<file path="src/rtl/regfile_2r1w.sv">
// regfile_2r1w: DEPTH x WIDTH register bank with one byte-enabled write port
// and two registered read ports (one cycle read latency).
//
// Optional build macro: REGFILE_BYPASS_EN
//   undefined (default): a read that hits the word being written on the same
//                        edge returns the old stored word.
//   defined:             that read returns the merged word (written bytes from
//                        wdata, untouched bytes from the stored word).
// Storage contents after each edge are the same in both builds.
//
// Handshake: there is none. we/re_a/re_b are single-cycle strobes sampled on
// every rising clk edge with no back-pressure. A read issued on edge N shows
// its data on rdata_x from edge N until the next edge with re_x=1.
//
// There is no FSM. The observable state is the storage array plus the two
// read data registers, and both read outputs are those registers directly.

module regfile_2r1w #(
    parameter int WIDTH    = 32,
    parameter int DEPTH    = 8,
    parameter int AW       = 3,
    parameter int ZERO_REG = 0
) (
    input  logic                 clk,
    input  logic                 rst,
    input  logic                 we,
    input  logic [AW-1:0]        waddr,
    input  logic [WIDTH-1:0]     wdata,
    input  logic [WIDTH/8-1:0]   wbe,
    input  logic                 re_a,
    input  logic [AW-1:0]        raddr_a,
    output logic [WIDTH-1:0]     rdata_a,
    input  logic                 re_b,
    input  logic [AW-1:0]        raddr_b,
    output logic [WIDTH-1:0]     rdata_b
);

    localparam int NB = WIDTH / 8;
    // DEPTH may equal 2**AW, so the range compare needs one extra bit.
    localparam logic [AW:0] DEPTH_W = (AW + 1)'(DEPTH);

    // Storage is packed so reset and update are whole-array assignments.
    logic [DEPTH-1:0][WIDTH-1:0] mem_q;
    logic [DEPTH-1:0][WIDTH-1:0] mem_d;

    logic [WIDTH-1:0] rdata_a_q;
    logic [WIDTH-1:0] rdata_a_d;
    logic [WIDTH-1:0] rdata_b_q;
    logic [WIDTH-1:0] rdata_b_d;

    logic             wr_valid;
    logic [WIDTH-1:0] wr_old;
    logic [WIDTH-1:0] wr_merged;
    logic [WIDTH-1:0] rd_word_a;
    logic [WIDTH-1:0] rd_word_b;

    // An address refers to real, writable/readable storage: inside DEPTH and
    // not the hardwired zero word.
    function automatic logic addr_ok(input logic [AW-1:0] addr);
        logic in_range;
        logic is_zero_word;
        in_range     = ({1'b0, addr} < DEPTH_W);
        is_zero_word = (ZERO_REG != 0) && (addr == '0);
        return in_range && !is_zero_word;
    endfunction

    // Write decode: qualify the write and build the byte-merged word.
    always_comb begin
        wr_valid = we && (|wbe) && addr_ok(waddr);
        wr_old   = '0;
        for (int i = 0; i < DEPTH; i++) begin
            if (waddr == AW'(i)) begin
                wr_old = mem_q[i];
            end
        end
        wr_merged = wr_old;
        for (int b = 0; b < NB; b++) begin
            if (wbe[b]) begin
                wr_merged[8*b +: 8] = wdata[8*b +: 8];
            end
        end
    end

    // Next storage state: only the addressed word changes, and only for a
    // qualified write.
    always_comb begin
        mem_d = mem_q;
        if (wr_valid) begin
            for (int i = 0; i < DEPTH; i++) begin
                if (waddr == AW'(i)) begin
                    mem_d[i] = wr_merged;
                end
            end
        end
    end

    // Port A read mux: stored word, forced to zero for out-of-range or the
    // hardwired zero word, optionally replaced by the word being written.
    always_comb begin
        rd_word_a = '0;
        for (int i = 0; i < DEPTH; i++) begin
            if (raddr_a == AW'(i)) begin
                rd_word_a = mem_q[i];
            end
        end
        if (!addr_ok(raddr_a)) begin
            rd_word_a = '0;
        end
`ifdef REGFILE_BYPASS_EN
        if (wr_valid && (raddr_a == waddr)) begin
            rd_word_a = wr_merged;
        end
`endif
        rdata_a_d = re_a ? rd_word_a : rdata_a_q;
    end

    // Port B read mux: same rules as port A, fully independent.
    always_comb begin
        rd_word_b = '0;
        for (int i = 0; i < DEPTH; i++) begin
            if (raddr_b == AW'(i)) begin
                rd_word_b = mem_q[i];
            end
        end
        if (!addr_ok(raddr_b)) begin
            rd_word_b = '0;
        end
`ifdef REGFILE_BYPASS_EN
        if (wr_valid && (raddr_b == waddr)) begin
            rd_word_b = wr_merged;
        end
`endif
        rdata_b_d = re_b ? rd_word_b : rdata_b_q;
    end

    // Storage register: cleared asynchronously, updated on every clk edge.
    always_ff @(posedge clk or posedge rst) begin
        if (rst) begin
            mem_q <= '0;
        end else begin
            mem_q <= mem_d;
        end
    end

    // Read data registers: cleared asynchronously, hold when not enabled.
    always_ff @(posedge clk or posedge rst) begin
        if (rst) begin
            rdata_a_q <= '0;
            rdata_b_q <= '0;
        end else begin
            rdata_a_q <= rdata_a_d;
            rdata_b_q <= rdata_b_d;
        end
    end

    assign rdata_a = rdata_a_q;
    assign rdata_b = rdata_b_q;

endmodule

</file>
<file path="config.mk">
export PLATFORM = sky130hd
export DESIGN_NAME = regfile_2r1w
export DESIGN_NICKNAME = d
export VERILOG_FILES = /design/src/rtl/regfile_2r1w.sv
export SDC_FILE = /design/constraint.sdc
export NUM_CORES = 1
export LEC_CHECK = 0
export CAP_MARGIN = 20
export CORE_MARGIN = 8
export CORE_UTILIZATION = 30
export CTS_CLUSTER_SIZE = 24
export DETAILED_ROUTE_END_ITERATION = 8
export PLACE_DENSITY = 0.52
export SLEW_MARGIN = 25
export SYNTH_ARGS = -nofsm -noshare
export SYNTH_HDL_FRONTEND = slang
export SYNTH_SLANG_ARGS = --single-unit
</file>
<file path="constraint.sdc">
create_clock -name clk -period 21 [get_ports clk]
set_clock_uncertainty 0.2 [all_clocks]
set_input_delay 4.2 -clock clk [delete_from_list [all_inputs] [get_ports clk]]
set_output_delay 4.2 -clock clk [all_outputs]
set_load 0.01 [all_outputs]
</file>
# == After elaboration in Yosys (flattened, before gate mapping) ==
# Index checks and enable logic that the tools add are counted.
# word_totals
n_memories,0
romBits,0
mem_bits_rw,0
in_bits,50
latch_bits,0
ff_bits,320
# op_classes
n_mul,0
order_cmp,0
div,0
eq_ne,21
reduce_logical,13
bitwise_logic,0
n_mux,27
n_addsub,0
shift,0
# op_table
cell,n
$mux 32,23
$eq 3x3->1 const B,12
$mux 8,4
$eq 3x2->1 const B,6
$reduce_and 2->1,8
$eq 3x1->1 const B,3
$logic_not 3->1,3
$reduce_or 4->1,1
$logic_and 1x1->1,1

# == Depth between registers and ports, before layout ==
# Gate-level depths: netlist of run 1.
# depth
ltp_word,9
depth_mapped,9
ltp_nobuf,4

# == Least setup slack after synthesis of run 1 ==
# Ideal clock, no wire load.
# synth_timing
path_kind,input to register
startpoint,in waddr[1]
endpoint,reg mem_q[14] in the netlist's numbering
required_time_ns,20.675
setup_slack_ns,15.047
n_path_buf,3
path_stages,6
arrival_ns,5.629
path_cell_list,buf_6 -> or4b_1 -> clkbuf_1 -> nor2_1 -> buf_2 -> mux2_2
# synth_between
elab_chain_cells,9
elab_cells_between_ends,17
classes_between,eq/ne (7); mux (8); reduce/logical (2)
# synth_rtl
item,line_no,text
start: declaration,27,"input logic [AW-1:0] waddr,"
$eq 3x1->1,72,if (waddr == AW'(i)) begin
$mux 32 (7 in series),72,
$mux 8,78,if (wbe[b]) begin
end signal: assignment,141,mem_q <= mem_d;
end: declaration,43,logic [DEPTH-1:0][WIDTH-1:0] mem_q;
# Parallel ways exist; a longest one is shown, timed or not.
# A chain may end at the register's enable or synchronous reset.

# == Worst setup path after layout of run 1 ==
# layout_timing
startpoint,in waddr[1]
endpoint,reg mem_q[174] in the netlist's numbering
# The elaborated chain is that of the path after synthesis.

==> impl_metrics.tcl, run 1 <==
set metrics [dict create \
    drt_iter0_drc 2575 \
    hold_start "rdata_b[2]" \
    ios 114 \
    ys_top_cells_by_count "dfrtp_1 (320), nor2_1 (174), clkbuf_1 (164), a31oi_1 (159), nand3_1 (150)" \
    cts_buffer_depth 3 \
    drcViolationCount 0 \
    status "complete, no violations" \
    place_inst 3186 \
    critPathLaunchType "input pin" \
    crit_path_end_kind "flop" \
    yosysWarnings 0 \
    cts_tree "done" \
    synth_fa_ha_area_frac 0 \
    timing.final.crit_share 0.373 \
    grt_max_degree 130 \
    first_pass_iters 6 \
    grt_overflow 0 \
    met1_length_mm 37.3 \
    grt_pass1_vias 20200 \
    ir_drop_mv 0.0554 \
    drt_wl_total_mm 90.4 \
    ctsResizeCount 0 \
    synth_top_area_share 0.378 \
    routed_via_density 6.42 \
    die_x_um 282 \
    holdCritPathClass "flop to flop" \
    synth-simple-area-share 0.178 \
    final.setup.tns_ps 0 \
    cp.required_ps 21310 \
    cts_made_buffers 42 \
    r2r_end "rdata_b[23]" \
    synth_edf_count 0 \
    cp.arrival_ps 8150 \
    crit_type "input pin to flop" \
    grt_usage 0.219 \
    cts.clk_slew.worst_paths_ps 50 \
    htreeDepth 2 \
    ys.flop_type "dfrtp_1" \
    start_util 0.303 \
    yosys.area.top_type "dfrtp_1" \
    setup_violations 0 \
    yosysSeqAreaShare 0.378 \
    wl_per_cell_um 27.7 \
    yosysMostFrequentCell "dfrtp_1" \
    vias 21000 \
    synth_xor_area_frac 0 \
    fp.dieH_um 282 \
    routed.top_layer "met4" \
    drv_slew 0 \
    synth_compound_area_frac 0.262 \
    drive_above_1_share 0.137 \
    synth_area_leaders "dfrtp_1 (38%), mux2_2 (6.1%), a31oi_1 (4.7%), mux2i_1 (4.6%), o22ai_1 (4.1%)" \
    rows 97 \
    reg2reg_setup_slack_ps 18890 \
    cts_sinks 320 \
    dpl.hpwl_mm 51.6 \
    syn_area_um2 21200 \
    power_density_nw_per_um2 97.6 \
    cts-hold-fix-buffers 0 \
    synthArstFlopShare 1.00 \
    worst-r2r-cell-count 4 \
    hold_depth 1 \
    antenna_found_initial 0 \
    drv_cap 0 \
    die_area_um2 79400 \
    ys_ff_latch 320 \
    grt_pass1_wl_mm 134 \
    leakagePower_nw 9.19 \
    muxShareOfSynthArea 0.119 \
    max_slew_margin 0.258 \
    r2r_start "mem_q[119]" \
    wl_met2_mm 40.6 \
    port_buffers 113 \
    fin_nets 2340 \
    post-cts-setup-buffer-count 0 \
    synth_fp_nets 2412 \
    finalHoldViolations 0 \
    finalNonFillerCells 3261 \
    antenna_left 0 \
    area_growth_pct 13.7 \
    synth_top_family_by_area "compound AO/OA/AOI/OAI gates" \
    yosysUniqueCellTypes 72 \
    worst_slew_pin_slew_ps 1110 \
    fin_crit_ps 7830 \
    clock_latency_ps 580 \
    clockRootBuffer "clkbuf_16" \
    netlist_instances 2362 \
    avgSynthCellArea_um2 8.97 \
    timing.fmax_mhz 128 \
    hold_path_end "rdata_b[2]" \
    rsz0062_at_grt "no" \
    gp_congestion 0.852 \
    cp_max_fo 88 \
    core_area_um2 70000 \
    met3WireLength_mm 8.78 \
    n_antenna_cell 0 \
]
critical path: stages:
cell and delay (ps):
clkbuf_8 440, buf_4 810, buf_4 920, and3b_1 390, a222oi_1 90, a311oi_1 760
mux2_2 300
per-layer routing:
metal	track usage	up-vias
li1	-	8966
met1	0.296	10500
met2	0.340	1255
met3	0.0431	241
met4	0.0954	0
met5	0	-
power breakdown:
group	switching [W]	total [W]	internal, W
Sequential	0.000176	0.000951	0.000775
Clock	0.000301	0.000749	0.000448
Combinational	0.000338	0.000654	0.000316
Total	0.000814	0.00235	0.00154
cell type report:
| type | count | area (um^2) |
|---|---|---|
| clock buffers | 64 | 1290 |
| clock inverters | 11 | 113 |
| fillers | 7104 | 45900 |
| inverters | 31 | 129 |
| multi-input cells | 1738 | 11900 |
| flip-flops and latches | 320 | 8010 |
| well taps | 940 | 1180 |
| repair buffers | 157 | 1440 |
cells in the final DEF (no fill, tap or decap), types with 19 or more instances in the layout:
cell type,netlist,layout
a21oi_1,100,100
a221oi_1,27,27
a22oi_1,101,101
a31oi_1,159,159
buf_4,14,50
clkbuf_16,0,43
clkdlybuf4s50_1,0,101
dfrtp_1,320,320
inv_1,29,28
mux2_2,114,114
mux2i_1,97,97
nand2_1,133,132
nand2b_1,22,22
nand3_1,150,150
nor2_1,174,169
nor2b_1,25,22
nor3_1,27,25
nor4bb_1,32,31
o2111ai_1,24,24
o21a_1,25,25
o21ai_0,120,120
o22ai_1,138,138
o31ai_1,19,19
o32ai_1,25,25
kinds of logic after synthesis:
group,Yosys count
muxes,224
buffers and inverters,304
and+or+nand+nor,684
AOI/OAI and AO/OA,830
DFF,320
stage by stage:
| step | worst slack, ps | hold WS (ps) | instance area [um^2] | utilization | total power [W] |
|---|---|---|---|---|---|
| 2_1_floorplan | 7740 | 285 | 21200 | - | 0.00137 |
| 3_3_place_gp | 12950 | 260 | 22700 | 0.324 | 0.00158 |
| 3_5_place_dp | 12840 | 267 | 22700 | 0.324 | 0.00160 |
| 4_1_cts | 13440 | 280 | 24100 | 0.344 | 0.00236 |
| 5_1_grt | 13090 | 290 | 24100 | 0.344 | 0.00247 |
| 6_report | 13170 | 275 | 24100 | 0.344 | 0.00235 |
worst max-delay path by stage:
stage / start / to / slack (ps) / depth (start not counted)
5_1_grt: waddr[1] / mem_q[174] / 13090 / 7
6_report: waddr[1] / mem_q[174] / 13170 / 7
4_1_cts: waddr[1] / mem_q[174] / 13440 / 7
3_5_place_dp: waddr[1] / mem_q[174] / 12840 / 7
3_3_place_gp: waddr[1] / mem_q[193] / 12950 / 7
2_1_floorplan: rst / mem_q[0] / 7740 / 1
flip-flops by register name, indices dropped and copies added (netlist names):
register  count
rdata_a      32
mem_q       256
rdata_b      32
Note: power is estimated with default switching activity, not from simulation.
==> run 2, diff against run 1 <==
- clock period: 21 -> 7.84 ns (I/O delays scaled with it)
==> run 2 against run 1 <==
Sequential share of layout area is 0.082 points lower. Critical path type unchanged. Clock power increased to 2.6 times the previous value. Combinational power rose to 2.7 times the previous value. Critical path depth unchanged.
==> impl_metrics.tcl, run 2 (same netlist as run 1, synthesis figures left out) <==
set metrics [dict create \
    hold_start "rdata_b[9]" \
    grt_max_degree 103 \
    r2r_start "mem_q[83]" \
    drv_cap 0 \
    fp.dieH_um 282 \
    timing.final.crit_share 0.589 \
    crit_path_end_kind "flop" \
    dpl.hpwl_mm 52.4 \
    crit_type "input pin to flop" \
    multi_input_area_um2 11900 \
    fin_crit_ps 4620 \
    final_cell_mix "dfrtp_1 (320), nor2_1 (169), a31oi_1 (159)" \
    cts_made_buffers 42 \
    ctsResizeCount 0 \
    drt_wl_total_mm 88.8 \
    max_slew_margin 0.223 \
    drive_above_1_share 0.139 \
    core_area_um2 70000 \
    wl_per_cell_um 27.2 \
    holdCritPathClass "flop to flop" \
    r2r_end "mem_q[115]" \
    worst_slew_pin_slew_ps 1160 \
    leakagePower_nw 9.23 \
    grt_overflow 0 \
    cts_buffer_depth 3 \
    grt_pass1_vias 19900 \
    largest_reg_flops 256 \
    area_growth_pct 14.0 \
    seq_area_um2 8010 \
    final.fill_count 7089 \
    rsz0062_at_grt "no" \
    cp_max_fo 73 \
    timing.fmax_mhz 217 \
    critPathLaunchType "input pin" \
    clock_latency_ps 590 \
    ios 114 \
    hold_depth 1 \
    finalHoldViolations 0 \
    cp.arrival_ps 4910 \
    drt_iter0_drc 2163 \
    final.setup.tns_ps 0 \
    cts_sinks 320 \
    grt_pass1_wl_mm 131 \
    antenna_found_initial 2 \
    ir_drop_mv 0.143 \
    cts.clk_slew.worst_paths_ps 60 \
    antenna_left 0 \
    clockRootBuffer "clkbuf_16" \
    routed_via_density 6.39 \
    first_pass_iters 8 \
    die_x_um 282 \
    hold_path_end "rdata_b[9]" \
    vias 20900 \
    setup_violations 0 \
    rows 97 \
    cp.required_ps 8130 \
    fin_util 0.345 \
    worst-r2r-cell-count 4 \
    drcViolationCount 0 \
    htreeDepth 2 \
    cts-hold-fix-buffers 0 \
    die_area_um2 79400 \
    fin_nets 2348 \
    drv_slew 0 \
    regMostFlops "mem_q" \
    gp_congestion 0.852 \
    grt_usage 0.214 \
    final_common_cell "dfrtp_1" \
    post-cts-setup-buffer-count 0 \
    reg2reg_setup_slack_ps 5640 \
    power_density_nw_per_um2 260 \
    port_buffers 113 \
    start_util 0.303 \
    cts_tree "done" \
    status "complete, no violations" \
    startpoint "waddr[0]" \
]
-- run 2: worst max-delay path by stage --
stage                       to  slack (ps)
finish              mem_q[107]        3220
global route         mem_q[96]        3180
CTS                 mem_q[147]        3370
detailed placement  mem_q[147]        2750
global placement    mem_q[144]        2820
floorplan             mem_q[0]        1810
-- run 2: final cells by class --
type                       count  area share
multi-input combinational   1738       0.494
sequential                   320       0.331
timing repair buffer         165      0.0629
clock buffer                  61      0.0519
tap                          940      0.0487
clock inverter                14     0.00601
inverter                      31     0.00497
antenna                        2    0.000207
-- run 2: report_power, final --
part	internal (W)	total, W	switching, W	leakage, nW
Sequential	0.00207	0.00256	0.000484	3.75
Combinational	0.000849	0.00175	0.000896	4.78
Clock	0.00117	0.00198	0.000810	0.695
-- run 2: through the flow --
stage	area [um^2]	setup slack [ps]	power (W)	std cells	hold WS (ps)
floorplan	21200	1810	0.00366	2362	285
global placement	22700	2820	0.00425	3190	266
detailed placement	22700	2750	0.00430	3192	270
CTS	24100	3370	0.00630	3267	283
global route	24200	3180	0.00662	3270	296
finish	24200	3220	0.00629	3271	278
-- run 2: critical path, cell delays in order --
cell,delay [ps]
buf_4,520
buf_4,770
nand4b_1,620
nor2_4,440
buf_4,570
o22ai_1,140
a31oi_1,180
-- run 2: layer usage --
| layer | vias to the layer above | routed length [um] | GRT usage |
|---|---|---|---|
| met4 | 0 | 4050 | 0.0994 |
| met3 | 223 | 8460 | 0.0424 |
| met2 | 1244 | 39000 | 0.324 |
| met5 | - | 0 | 0 |
| li1 | 8960 | - | - |
| met1 | 10500 | 37300 | 0.292 |
